$ cat src/rtl/systolic_pkg.sv
// Shared constants, FSM state type and lane slicing helper for the systolic operand feeders.
// Latency: n/a (declarations only).
// Backpressure: n/a.
package systolic_pkg;

  localparam int N_DEF  = 4;
  localparam int DW_DEF = 8;

  typedef enum logic [1:0] {
    LOAD   = 2'd0,
    FULL   = 2'd1,
    STREAM = 2'd2
  } state_t;

  // Low bit position of lane/element 'idx' inside a packed vector of dw-bit elements.
  function automatic int lane_lo(input int idx, input int dw);
    return idx * dw;
  endfunction

endpackage

$ cat src/rtl/skew_lane_mux.sv
// Per-lane skew select: returns element (t - LANE) of this lane's column, or zero outside the window.
// Latency: combinational.
// Backpressure: none.
module skew_lane_mux
  import systolic_pkg::*;
#(
  parameter int N    = N_DEF,
  parameter int DW   = DW_DEF,
  parameter int LANE = 0,
  parameter int TW   = 3
) (
  input  logic [N*DW-1:0] col,
  input  logic [TW-1:0]   t,
  output logic [DW-1:0]   lane
);

  localparam int LW = TW + 1;

  // Match t against LANE+k for every vector k; at most one k can hit, none outside the diagonal window.
  always_comb begin
    lane = '0;
    for (int k = 0; k < N; k++) begin
      if ({1'b0, t} == LW'(LANE + k)) begin
        lane = col[lane_lo(k, DW) +: DW];
      end
    end
  end

endmodule

$ cat src/rtl/systolic_skew_feeder.sv
// Operand feeder for one PE-grid edge: loads N vectors, then replays them with lane i delayed i cycles.
// Latency: start sampled in FULL at cycle c -> beat t=0 at c+1, last beat (out_last) at c+2N-1.
// Backpressure: in_ready drops once N vectors are held; the output stream cannot be stalled.
module systolic_skew_feeder
  import systolic_pkg::*;
#(
  parameter int N  = N_DEF,
  parameter int DW = DW_DEF
) (
  input  logic            clk,
  input  logic            rst,
  input  logic            in_valid,
  output logic            in_ready,
  input  logic [N*DW-1:0] in_data,
  input  logic            start,
  output logic            busy,
  output logic            out_valid,
  output logic            out_last,
  output logic [N*DW-1:0] out_data
);

  localparam int CW = $clog2(N + 1);
  // A single-lane feeder still needs a one-bit step counter.
  localparam int TW = (N > 1) ? $clog2(2 * N - 1) : 1;
  localparam logic [TW-1:0] T_LAST   = TW'(2 * N - 2);
  localparam logic [CW-1:0] CNT_LAST = CW'(N - 1);

  state_t          state;
  logic [CW-1:0]   cnt;
  logic [TW-1:0]   t;
  logic [TW-1:0]   t_sel;
  logic            load_fire;
  logic [N*DW-1:0] vec_mem [N];
  logic [N*DW-1:0] col     [N];
  logic [N*DW-1:0] beat;

  assign load_fire = in_valid && in_ready && (state == LOAD);

  // Step index of the beat being registered this edge: 0 when launching from FULL, t+1 while streaming.
  always_comb begin
    t_sel = '0;
    if (state == STREAM) begin
      t_sel = t + TW'(1);
    end
  end

  // Transpose the buffer so each lane mux sees its own element from every stored vector.
  for (genvar gi = 0; gi < N; gi++) begin : g_lane
    for (genvar gk = 0; gk < N; gk++) begin : g_vec
      assign col[gi][lane_lo(gk, DW) +: DW] = vec_mem[gk][lane_lo(gi, DW) +: DW];
    end

    skew_lane_mux #(
      .N    (N),
      .DW   (DW),
      .LANE (gi),
      .TW   (TW)
    ) u_mux (
      .col  (col[gi]),
      .t    (t_sel),
      .lane (beat[lane_lo(gi, DW) +: DW])
    );
  end

  // Operand buffer: written only on accepted load beats, deliberately left untouched by reset.
  always_ff @(posedge clk) begin
    if (load_fire) begin
      for (int k = 0; k < N; k++) begin
        if (cnt == CW'(k)) begin
          vec_mem[k] <= in_data;
        end
      end
    end
  end

  // Load/stream sequencing with fully registered handshake and stream outputs.
  always_ff @(posedge clk) begin
    if (rst) begin
      state     <= LOAD;
      cnt       <= '0;
      t         <= '0;
      in_ready  <= 1'b1;
      busy      <= 1'b0;
      out_valid <= 1'b0;
      out_last  <= 1'b0;
      out_data  <= '0;
    end else begin
      case (state)
        LOAD: begin
          // start is ignored here, even on the beat that completes the buffer.
          if (load_fire) begin
            cnt <= cnt + CW'(1);
            if (cnt == CNT_LAST) begin
              state    <= FULL;
              in_ready <= 1'b0;
              busy     <= 1'b1;
            end
          end
        end
        FULL: begin
          if (start) begin
            state     <= STREAM;
            t         <= '0;
            out_valid <= 1'b1;
            out_last  <= (t_sel == T_LAST);
            out_data  <= beat;
          end
        end
        STREAM: begin
          // t names the beat currently on the outputs; once the final beat has been shown, go idle.
          if (t == T_LAST) begin
            state     <= LOAD;
            cnt       <= '0;
            t         <= '0;
            in_ready  <= 1'b1;
            busy      <= 1'b0;
            out_valid <= 1'b0;
            out_last  <= 1'b0;
            out_data  <= '0;
          end else begin
            t        <= t_sel;
            out_last <= (t_sel == T_LAST);
            out_data <= beat;
          end
        end
        default: begin
          state     <= LOAD;
          cnt       <= '0;
          t         <= '0;
          in_ready  <= 1'b1;
          busy      <= 1'b0;
          out_valid <= 1'b0;
          out_last  <= 1'b0;
          out_data  <= '0;
        end
      endcase
    end
  end

endmodule

$ cat config.mk
export PLATFORM = sky130hd
export DESIGN_NAME = systolic_skew_feeder
export DESIGN_NICKNAME = d
export VERILOG_FILES = /design/src/rtl/systolic_pkg.sv /design/src/rtl/skew_lane_mux.sv /design/src/rtl/systolic_skew_feeder.sv
export SDC_FILE = /design/constraint.sdc
export NUM_CORES = 1
export LEC_CHECK = 0
export BUFFER_PORTS_ARGS = -buffer_cell sky130_fd_sc_hd__clkbuf_2
export CORE_MARGIN = 2
export CORE_UTILIZATION = 45
export CTS_CLUSTER_SIZE = 14
export DETAILED_ROUTE_END_ITERATION = 12
export GPL_TIMING_DRIVEN = 1
export PLACE_DENSITY_LB_ADDON = 0.12
export SETUP_SLACK_MARGIN = 0.05
export SLEW_MARGIN = 20
export SYNTH_ARGS = -nofsm -noshare
export SYNTH_HDL_FRONTEND = slang
export SYNTH_SLANG_ARGS = --single-unit
$ cat constraint.sdc
create_clock -name clk -period 3.9 [get_ports clk]
set_clock_uncertainty 0.15 [all_clocks]
set_input_delay 0.39 -clock clk [delete_from_list [all_inputs] [get_ports clk]]
set_output_delay 0.39 -clock clk [all_outputs]
set_load 0.05 [all_outputs]
==> reports/metrics.yaml, run 1 <==
synthesis:
  synthArstFlopShare: 0
  synth-warning-count: 0
  ys_types: 42
  synth-edff-count: 128
  syn-instance-count: 472
  ys_ff_latch: 172
  syn_area_mm2: 0.00672
  synth_flop_cell: "edfxtp_1"
  synth_fp_nets: 518
  avgSynthCellArea_um2: 14.2
  seq_area_frac_synth: 0.703
clock_network:
  postCtsResizedCells: 0
  numClockSinks: 172
  clk_pin_slew_worst_paths_ps: 60
  clock_latency_ps: 410
  numCtsBuffers: 17
  clockBufferDepth: 2
  cts_hold_buf: 0
  root_buffer: "clkbuf_16"
  cts_tree: "yes"
  htreeDepth: 4
  postCtsSetupBuffers: 0
drt:
  drt-met1-wl_um: 6620
  via_count: 4277
  wl_um: 14800
  met3_length_um: 740
  drcViolationCount: 0
  drtIter0Drc: 435
  met2_wirelength_um: 7350
  drtPass1Iterations: 5
  vias_per_cell: 5.77
  wire_per_inst_um: 20.0
  top_layer_used: "met4"
  ant_nets: 0
critical_path:
  worst_setup_path_start_kind: "flip-flop"
  cp.arrival_ps: 3320
  cp_data_required_time_ps: 4090
  worstSetupEndpointType: "flip-flop"
  path_max_fanout: 24
  critPathKind: "reg -> reg"
  cp-startpoint: "t[0]"
  timing.rr.start: "t[0]"
cells_and_area:
  areaGrowthSynthToFinish_pct: 16.1
  utilization: 0.536
  diodes: 0
  layout.nets: 591
  drive_gt1_frac: 0.215
global_routing:
  grt_max_degree: 34
  grt_pass1_vias: 4293
  grt_use_total: 0.192
  overflow: 0
  antenna_found_initial: 0
  grt_pass1_wl_um: 23300
timing:
  tns_ps: 0
  setup_viol: 0
  slew_viol_final: 0
  relSlewSlack: 0.474
  fmax_mhz: 320
  finalCritPeriodShare: 0.801
  tightestPinTransition_ps: 783
  rsz0062_at_grt: "false"
  fin_crit_ps: 3130
  hold_viol_final: 0
  holdWs_ps: 41.1
placement:
  port_buffers: 71
  place_hpwl_um: 8870
  gp_congestion: 0.736
power:
  total_power_mw: 4.36
  power.density_mw_per_mm2: 559
  ir_drop_mv: 0.429
  p_leak_nw: 2.61
die:
  initial_core_util: 0.462
  pin_count: 72
  core_mm2: 0.0145
  dieWidth_um: 126
  placementRows: 44
  die_area_mm2: 0.0159
  die_y_um: 126
outcome:
  outcome: "finished, final reports clean"
run:
  cap_violations: 0
hold_path:
  min_path_type: "in -> reg"
  holdCritStartpoint: "in_data[4]"
## final timing paths
path / to / slack (ps) / cells past startpoint
min: vec_mem[3][4] / 40 / 1
max: out_data[7] / 770 / 7
max reg2reg: out_data[7] / 770 / 7
min reg2reg: out_data[22] / 310 / 1
## sequential cells by signal (all words and copies together) (netlist names)
name,count
out_valid,1
t,3
busy,1
out_last,1
in_ready,1
state,2
vec_mem,128
cnt,3
out_data,32
## where the power goes
| part | switching, mW | internal [mW] |
|---|---|---|
| sequential | 0.0703 | 2.24 |
| clock | 0.658 | 0.806 |
| combinational | 0.425 | 0.161 |
## per-layer routing
| layer | global-route usage | vias to the layer above |
|---|---|---|
| met5 | 0 | - |
| met4 | 0.0478 | 0 |
| met3 | 0.0455 | 9 |
| met2 | 0.321 | 127 |
| met1 | 0.255 | 2126 |
| li1 | - | 2015 |
## through the flow
stage               std cells  worst slack (ps)  instance area [um2]
CTS                       741               801                 7800
floorplan                 472              1210                 6720
finish                    741               774                 7800
global route              741               538                 7800
global placement          710               964                 7290
detailed placement        710               813                 7290
## cells by family (layout without fill, tap and decap cells)
family,Yosys count,in the layout,share of synthesized area
xor gates and xnor gates,2,2,0.00373
AOI/OAI and AO/OA,120,120,0.130
muxes,8,8,0.0119
adders and majority gates,10,10,0.0186
DFF,172,172,0.703
buffers and inverters,39,124,0.0242
and+or+nand+nor,121,121,0.108
## worst max-delay path, stage by stage (launching register included)
cell and delay, ps:
dfxtp_1 670, inv_1 110, ha_1 740, nor2b_1 280, buf_4 290, and3_1 430
a222oi_1 180, o2bb2ai_1 190
## layout by cell type (no fill, tap or decap), types with 5 or more instances in the layout
cell,instances
a222oi_1,8
nand4_1,18
a211oi_1,11
buf_4,15
o211a_1,8
o21ai_1,5
nand2b_1,11
nand4b_1,10
and2_1,5
nand2_1,10
clkbuf_16,17
inv_1,7
and3_1,5
edfxtp_1,128
o2bb2ai_1,32
a21oi_1,18
nor2_1,6
ha_1,10
clkbuf_2,71
mux2i_1,8
and4_1,8
dfxtp_1,44
o21ai_0,30
nand3_1,36
## synth_stat cells, types with 8 or more instances
cell type / count / area [um2]
o2bb2ai_1: 32 / 280
a211oi_1: 11 / 82.6
nand4b_1: 10 / 87.6
nand2b_1: 11 / 68.8
edfxtp_1: 128 / 3840
o211a_1: 8 / 80.1
o21ai_0: 30 / 150
a21oi_1: 18 / 90.1
ha_1: 10 / 125
nand3_1: 36 / 180
mux2i_1: 8 / 80.1
a222oi_1: 8 / 80.1
dfxtp_1: 44 / 881
nand2_1: 10 / 37.5
and4_1: 8 / 70.1
clkbuf_1: 14 / 52.6
nand4_1: 18 / 113
## layout make-up
type | count | area, um2
fill | 1242 | 6740
timing repair buffer | 86 | 468
tap | 184 | 230
inverter | 7 | 26.3
clock buffer | 20 | 437
sequential | 172 | 4720
clock inverter | 11 | 71.3
multi-input combinational | 261 | 1840
(Power assumes the default switching activity.)
==> run 2: changes to the inputs <==
Settings changed: ABC_AREA set to 1.
Clock period 3.9 ns to 2.7 ns, I/O delays scaled along.
==> reports/metrics.yaml, run 2 <==
drt:
  wl_um: 15800  # +6.9%
  drcViolationCount: 0  # unchanged
  via_count: 4870  # +14%
  drtPass1Iterations: 4  # -1
  drtIter0Drc: 341  # -22%
  ant_nets: 0  # unchanged
  wire_per_inst_um: 16.5  # -17%
  vias_per_cell: 5.07  # -12%
global_routing:
  grt_pass1_vias: 4972  # +16%
  grt_pass1_wl_um: 25500  # +9.2%
  antenna_found_initial: 0  # unchanged
  overflow: 0  # unchanged
  grt_max_degree: 33  # -2.9%
  grt_use_total: 0.205  # +0.0130
placement:
  placed_cells: 896  # +26%
  port_buffers: 71  # unchanged
  place_hpwl_um: 9830  # +11%
  gp_congestion: 0.794  # +7.9%
die:
  die_y_um: 128  # +1.8%
  core_mm2: 0.0151  # +4.2%
  placementRows: 45  # +2.3%
  die_area_mm2: 0.0165  # +3.7%
  pin_count: 72  # unchanged
  initial_core_util: 0.460  # -0.00165
  dieWidth_um: 128  # +1.8%
clock_network:
  cts_hold_buf: 32  # +32
  cts_tree: "yes"
  clk_pin_slew_worst_paths_ps: 60  # about the same
  numClockSinks: 172  # unchanged
  postCtsSetupBuffers: 0  # unchanged
  postCtsResizedCells: 0  # unchanged
  htreeDepth: 4  # unchanged
  clock_latency_ps: 420  # about the same
  numCtsBuffers: 17  # unchanged
  root_buffer: "clkbuf_16"
  clockBufferDepth: 2  # unchanged
critical_path:
  path_delay_family: "simple AND/OR/NAND/NOR gates"
  path_depth: 11  # +4
  cp.arrival_ps: 2570  # -750 ps
  worstSetupEndpointType: "flip-flop"
  critPathMostFrequentCell: "nand2_1"
  critPathKind: "reg -> reg"
  worst_setup_path_start_kind: "flip-flop"
  worstPathCellList: "inv_2, ha_1, nor2_4, nand2_1, nor2_4, nand2_1, nand2_1, inv_1, nand2_1, nand2_1, a21oi_1"
  max_stage_delay_ps: 480  # -260 ps
  slowest_stage: "ha_1"
  r2r_cells: 11  # +4
  cp_data_required_time_ps: 2900  # -1190 ps
  critPathBufInv: 2  # unchanged
  path_max_fanout: 12  # -50%
synthesis:
  ys_types: 30  # -29%
  syn-instance-count: 639  # +35%
  ys_ff_latch: 172  # unchanged
  synthArstFlopShare: 0  # unchanged
  seq_area_frac_synth: 0.677  # -0.0260
  synth-edff-count: 128  # unchanged
  synthDominantCellAreaShare: 0.551  # -0.0211
  avgSynthCellArea_um2: 10.9  # -23%
  synth_fp_nets: 685  # +32%
  yosys.area.top_type: "edfxtp_1"
  synth_common_cells: "nand2_1, edfxtp_1, nand3_1, inv_1, dfxtp_1"
  ys_top_cells_by_area: "edfxtp_1, dfxtp_1, nand2_1, nand3_1, inv_1"
  syn_area_mm2: 0.00697  # +3.8%
  synth_most_common_cell: "nand2_1"
  synth-warning-count: 0  # unchanged
  synth_flop_cell: "edfxtp_1"
timing:
  hold_viol_final: 0  # unchanged
  holdWs_ps: 89.2  # +48.1 ps
  relSlewSlack: 0.645  # +0.171
  fin_crit_ps: 2370  # -758 ps
  fmax_mhz: 422  # +32%
  rsz0062_at_grt: "false"
  tightestPinTransition_ps: 533  # -251 ps
  setup_viol: 0  # unchanged
  slew_viol_final: 0  # unchanged
  finalCritPeriodShare: 0.877  # +0.0754
cells_and_area:
  fin_cells: 960  # +30%
  reg.largest.list: "vec_mem: 128 flops, out_data: 32 flops"
  areaGrowthSynthToFinish_pct: 21.9
  layout.nets: 805  # +36%
  mostFrequentLayoutCell: "nand2_1"
  utilization: 0.561  # +0.0249
  drive_gt1_frac: 0.188  # -0.0276
  layout_common_cells: "nand2_1, edfxtp_1, clkbuf_2"
  largest_reg_flops: 128  # unchanged
  top_register: "vec_mem"
  diodes: 0  # unchanged
outcome:
  outcome: "finished, final reports clean"
hold_path:
  min_path_cells: 4  # +3
  min_path_type: "in -> reg"
run:
  cap_violations: 0  # unchanged
power:
  power.density_mw_per_mm2: 759  # +36%
  ir_drop_mv: 0.443  # +3.2%
  p_leak_nw: 3.40  # +30%
==> run 2: changes by cell type in the layout (fill, tap and decap cells not counted), moves of 10 or more <==
cell	change
o2bb2ai_1	-32
nor2_1	+17
inv_1	+51
dlygate4sd3_1	+32
nand4b_1	-10
nand4_1	-10
a21oi_1	+21
buf_4	+11
nand3_1	+32
nand2_1	+152
nand2b_1	-11
o21ai_0	-11
==> run 2: per-stage QoR <==
step	instance area (um2)	setup slack (ps)	setup TNS [ps]	total power, mW
after detailed placement	7620	346	0	4.21
after global placement	7620	392	0	4.18
after floorplan	6980	-178	-17130	3.89
after CTS	8500	324	0	6.51
after global routing	8500	88.4	0	6.73
final	8500	332	0	6.46
==> run 2: path summary, 6_finish.rpt <==
kind / endpoint / slack, ps / from
worst max register to register: out_data[16] / 330 / t[0]
worst min-delay path: cnt[0] / 90 / in_valid
worst min register to register: out_data[12] / 310 / out_data[12]
worst max-delay path: out_data[16] / 330 / t[0]
==> run 2: where the power goes <==
group	switching (mW)	internal, mW
sequential	0.115	3.30
combinational	0.560	0.212
clock	0.959	1.31
==> run 2: per-layer routing <==
layer	global-route usage	wire length [um]	vias up
met4	0.0793	289	0
met2	0.340	7700	109
met3	0.0478	602	25
met5	0	0	-
met1	0.263	7250	2298
li1	-	-	2438
==> run 2: tightest hold or removal path: stages <==
cell and delay (ps):
clkbuf_2 80, nand2_1 70, nand2_1 100, a31oi_1 90
==> run 2: layout make-up <==
cell class,count,area (um2)
Tap cell,188,235
Inverter,62,233
Sequential cell,172,4720
Clock buffer,21,460
Timing Repair Buffer,129,871
Clock inverter,11,96.3
Multi-Input combinational cell,377,1880
Fill cell,1278,6640
==> run 2: logic make-up after synthesis <==
family                     share of synthesized area
adders and majority gates                     0.0179
and+or+nand+nor                                0.181
AOI/OAI and AO/OA                             0.0693
DFF                                            0.677
buffers and inverters                         0.0542
==> run 3: changes to the inputs <==
==> constraint.sdc (replaced) <==
create_clock -name clk -period 2.7 [get_ports clk]
set_clock_uncertainty 0.15 [all_clocks]
set_input_delay 0.54 -clock clk [delete_from_list [all_inputs] [get_ports clk]]
set_output_delay 0.54 -clock clk [all_outputs]
set_load 0.05 [all_outputs]
==> reports/metrics.yaml, run 3 (synthesized netlist as in run 2, its figures left out) <==
global_routing:
  use_met2: 0.324  # -0.0163
  antenna_found_initial: 0  # unchanged
  grt_max_degree: 40  # +21%
  use_met1: 0.267  # +0.00396
  met3_usage: 0.0374  # -0.0104
  grt_pass1_vias: 4739  # -4.7%
  grt_use_total: 0.200  # -0.00477
  busiest_layer: "met2"
  overflow: 0  # unchanged
  grt_pass1_wl_um: 24900  # -2.4%
die:
  pin_count: 72  # unchanged
  core_mm2: 0.0151  # unchanged
  die_y_um: 128  # unchanged
  placementRows: 45  # unchanged
  die_area_mm2: 0.0165  # unchanged
  dieWidth_um: 128  # unchanged
  initial_core_util: 0.460  # unchanged
timing:
  fmax_mhz: 428  # +1.4%
  tightestPinTransition_ps: 543  # +10.6 ps
  finalCritPeriodShare: 0.864  # -0.0125
  relSlewSlack: 0.638  # -0.00709
  slew_viol_final: 0  # unchanged
  holdWs_ps: 182  # +92.6 ps
  setup_viol: 0  # unchanged
  hold_viol_final: 0  # unchanged
  rsz0062_at_grt: "false"
  fin_crit_ps: 2330  # -33.7 ps
power:
  p_leak_nw: 3.26  # -4.2%
  ir_drop_mv: 0.441  # -0.34%
  total_power_mw: 6.35  # -1.6%
  power.density_mw_per_mm2: 778  # +2.5%
drt:
  ant_nets: 0  # unchanged
  via_count: 4771  # -2.0%
  vias_per_cell: 5.15  # +1.5%
  drtIter0Drc: 339  # -0.59%
  wire_per_inst_um: 16.7  # +1.4%
  wl_um: 15500  # -2.1%
  drcViolationCount: 0  # unchanged
  drtPass1Iterations: 5  # +1
outcome:
  outcome: "finished, final reports clean"
critical_path:
  worst_setup_path_start_kind: "flip-flop"
  slowest_stage: "ha_1"
  cp_data_required_time_ps: 2900  # about the same
  cp-endpoint: "out_data[24]"
  critPathBufInv: 3  # +1
  worstSetupEndpointType: "flip-flop"
  timing.rr.start: "t[0]"
  path_delay_family: "simple AND/OR/NAND/NOR gates"
  cp.arrival_ps: 2540  # -30 ps
  cp-startpoint: "t[0]"
  reg2reg_to: "out_data[24]"
  critPathKind: "reg -> reg"
  max_stage_delay_ps: 470  # about the same
  path_max_fanout: 16  # +4
  critPathMostFrequentCell: "nand2_1"
  worst-r2r-setup-slack_ps: 370  # +30 ps
  worstPathCellList: "inv_2, ha_1, inv_1, nand2_2, nor2_2, buf_4, nand3_1, nand2_1, nand2_1, nand2_1, nand2_1, a21oi_1"
  path_depth: 12  # +1
  r2r_cells: 12  # +1
cells_and_area:
  nFillCells: 1321  # +3.4%
  layout.nets: 772  # -4.1%
  reg.largest.list: "vec_mem: 128 flops, out_data: 32 flops"
  fin_cells: 927  # -3.4%
  diodes: 0  # unchanged
  layout_common_cells: "nand2_1, edfxtp_1, clkbuf_2"
  top_register: "vec_mem"
  areaGrowthSynthToFinish_pct: 17.1
  drive_gt1_frac: 0.196  # +0.00839
  mostFrequentLayoutCell: "nand2_1"
  largest_reg_flops: 128  # unchanged
clock_network:
  postCtsResizedCells: 0  # unchanged
  clock_latency_ps: 420  # about the same
  cts_tree: "yes"
  root_buffer: "clkbuf_16"
  clk_pin_slew_worst_paths_ps: 60  # about the same
  numCtsBuffers: 17  # unchanged
  cts_hold_buf: 0  # -100%
  numClockSinks: 172  # unchanged
  htreeDepth: 4  # unchanged
  postCtsSetupBuffers: 0  # unchanged
  clockBufferDepth: 2  # unchanged
run:
  cap_violations: 0  # unchanged
placement:
  gp_congestion: 0.790  # -0.53%
  placed_cells: 895  # -0.11%
  place_hpwl_um: 9780  # -0.55%
  port_buffers: 71  # unchanged
hold_path:
  min_path_type: "in -> reg"
## run 3: layout make-up
type,count,area [um2],area share
Sequential cell,172,4720,0.579
Clock inverter,13,93.8,0.0115
Clock buffer,19,443,0.0542
Tap cell,188,235,0.0288
Inverter,62,233,0.0285
Timing Repair Buffer,96,556,0.0680
Multi-Input combinational cell,377,1880,0.230
## run 3: how the worst min path moves through the flow
stage | to | slack (ps) | cells after the start | start
6_report | vec_mem[1][11] | 180 | 1 | in_data[11]
3_5_place_dp | out_data[12] | 310 | 2 | out_data[12]
3_3_place_gp | out_data[11] | 300 | 2 | out_data[11]
2_1_floorplan | cnt[2] | 290 | 2 | cnt[2]
4_1_cts | vec_mem[0][10] | 170 | 1 | in_data[10]
5_1_grt | vec_mem[2][10] | 170 | 1 | in_data[10]
## run 3: report_power, final
part	total, mW	internal, mW	switching, mW	leakage, nW
Clock	2.20	1.20	0.999	0.263
Sequential	3.42	3.30	0.121	1.53
Combinational	0.735	0.184	0.550	1.47
Total	6.35	4.68	1.67	3.26
## run 3: routing by layer
metal	part of all wire	wire length [um]
met1	0.46	7180
met2	0.48	7380
met5	0	0
met3	0.037	579
met4	0.023	364
## run 3: through the flow
step                      setup TNS, ps  area, um2  worst slack, ps   util
after global placement                0       7630              419  0.504
after detailed placement              0       7630              375  0.504
after CTS                             0       8170              355  0.539
after floorplan                  -17130       6980             -178      -
after global routing                  0       8170              119  0.539
final                                 0       8170              366  0.539
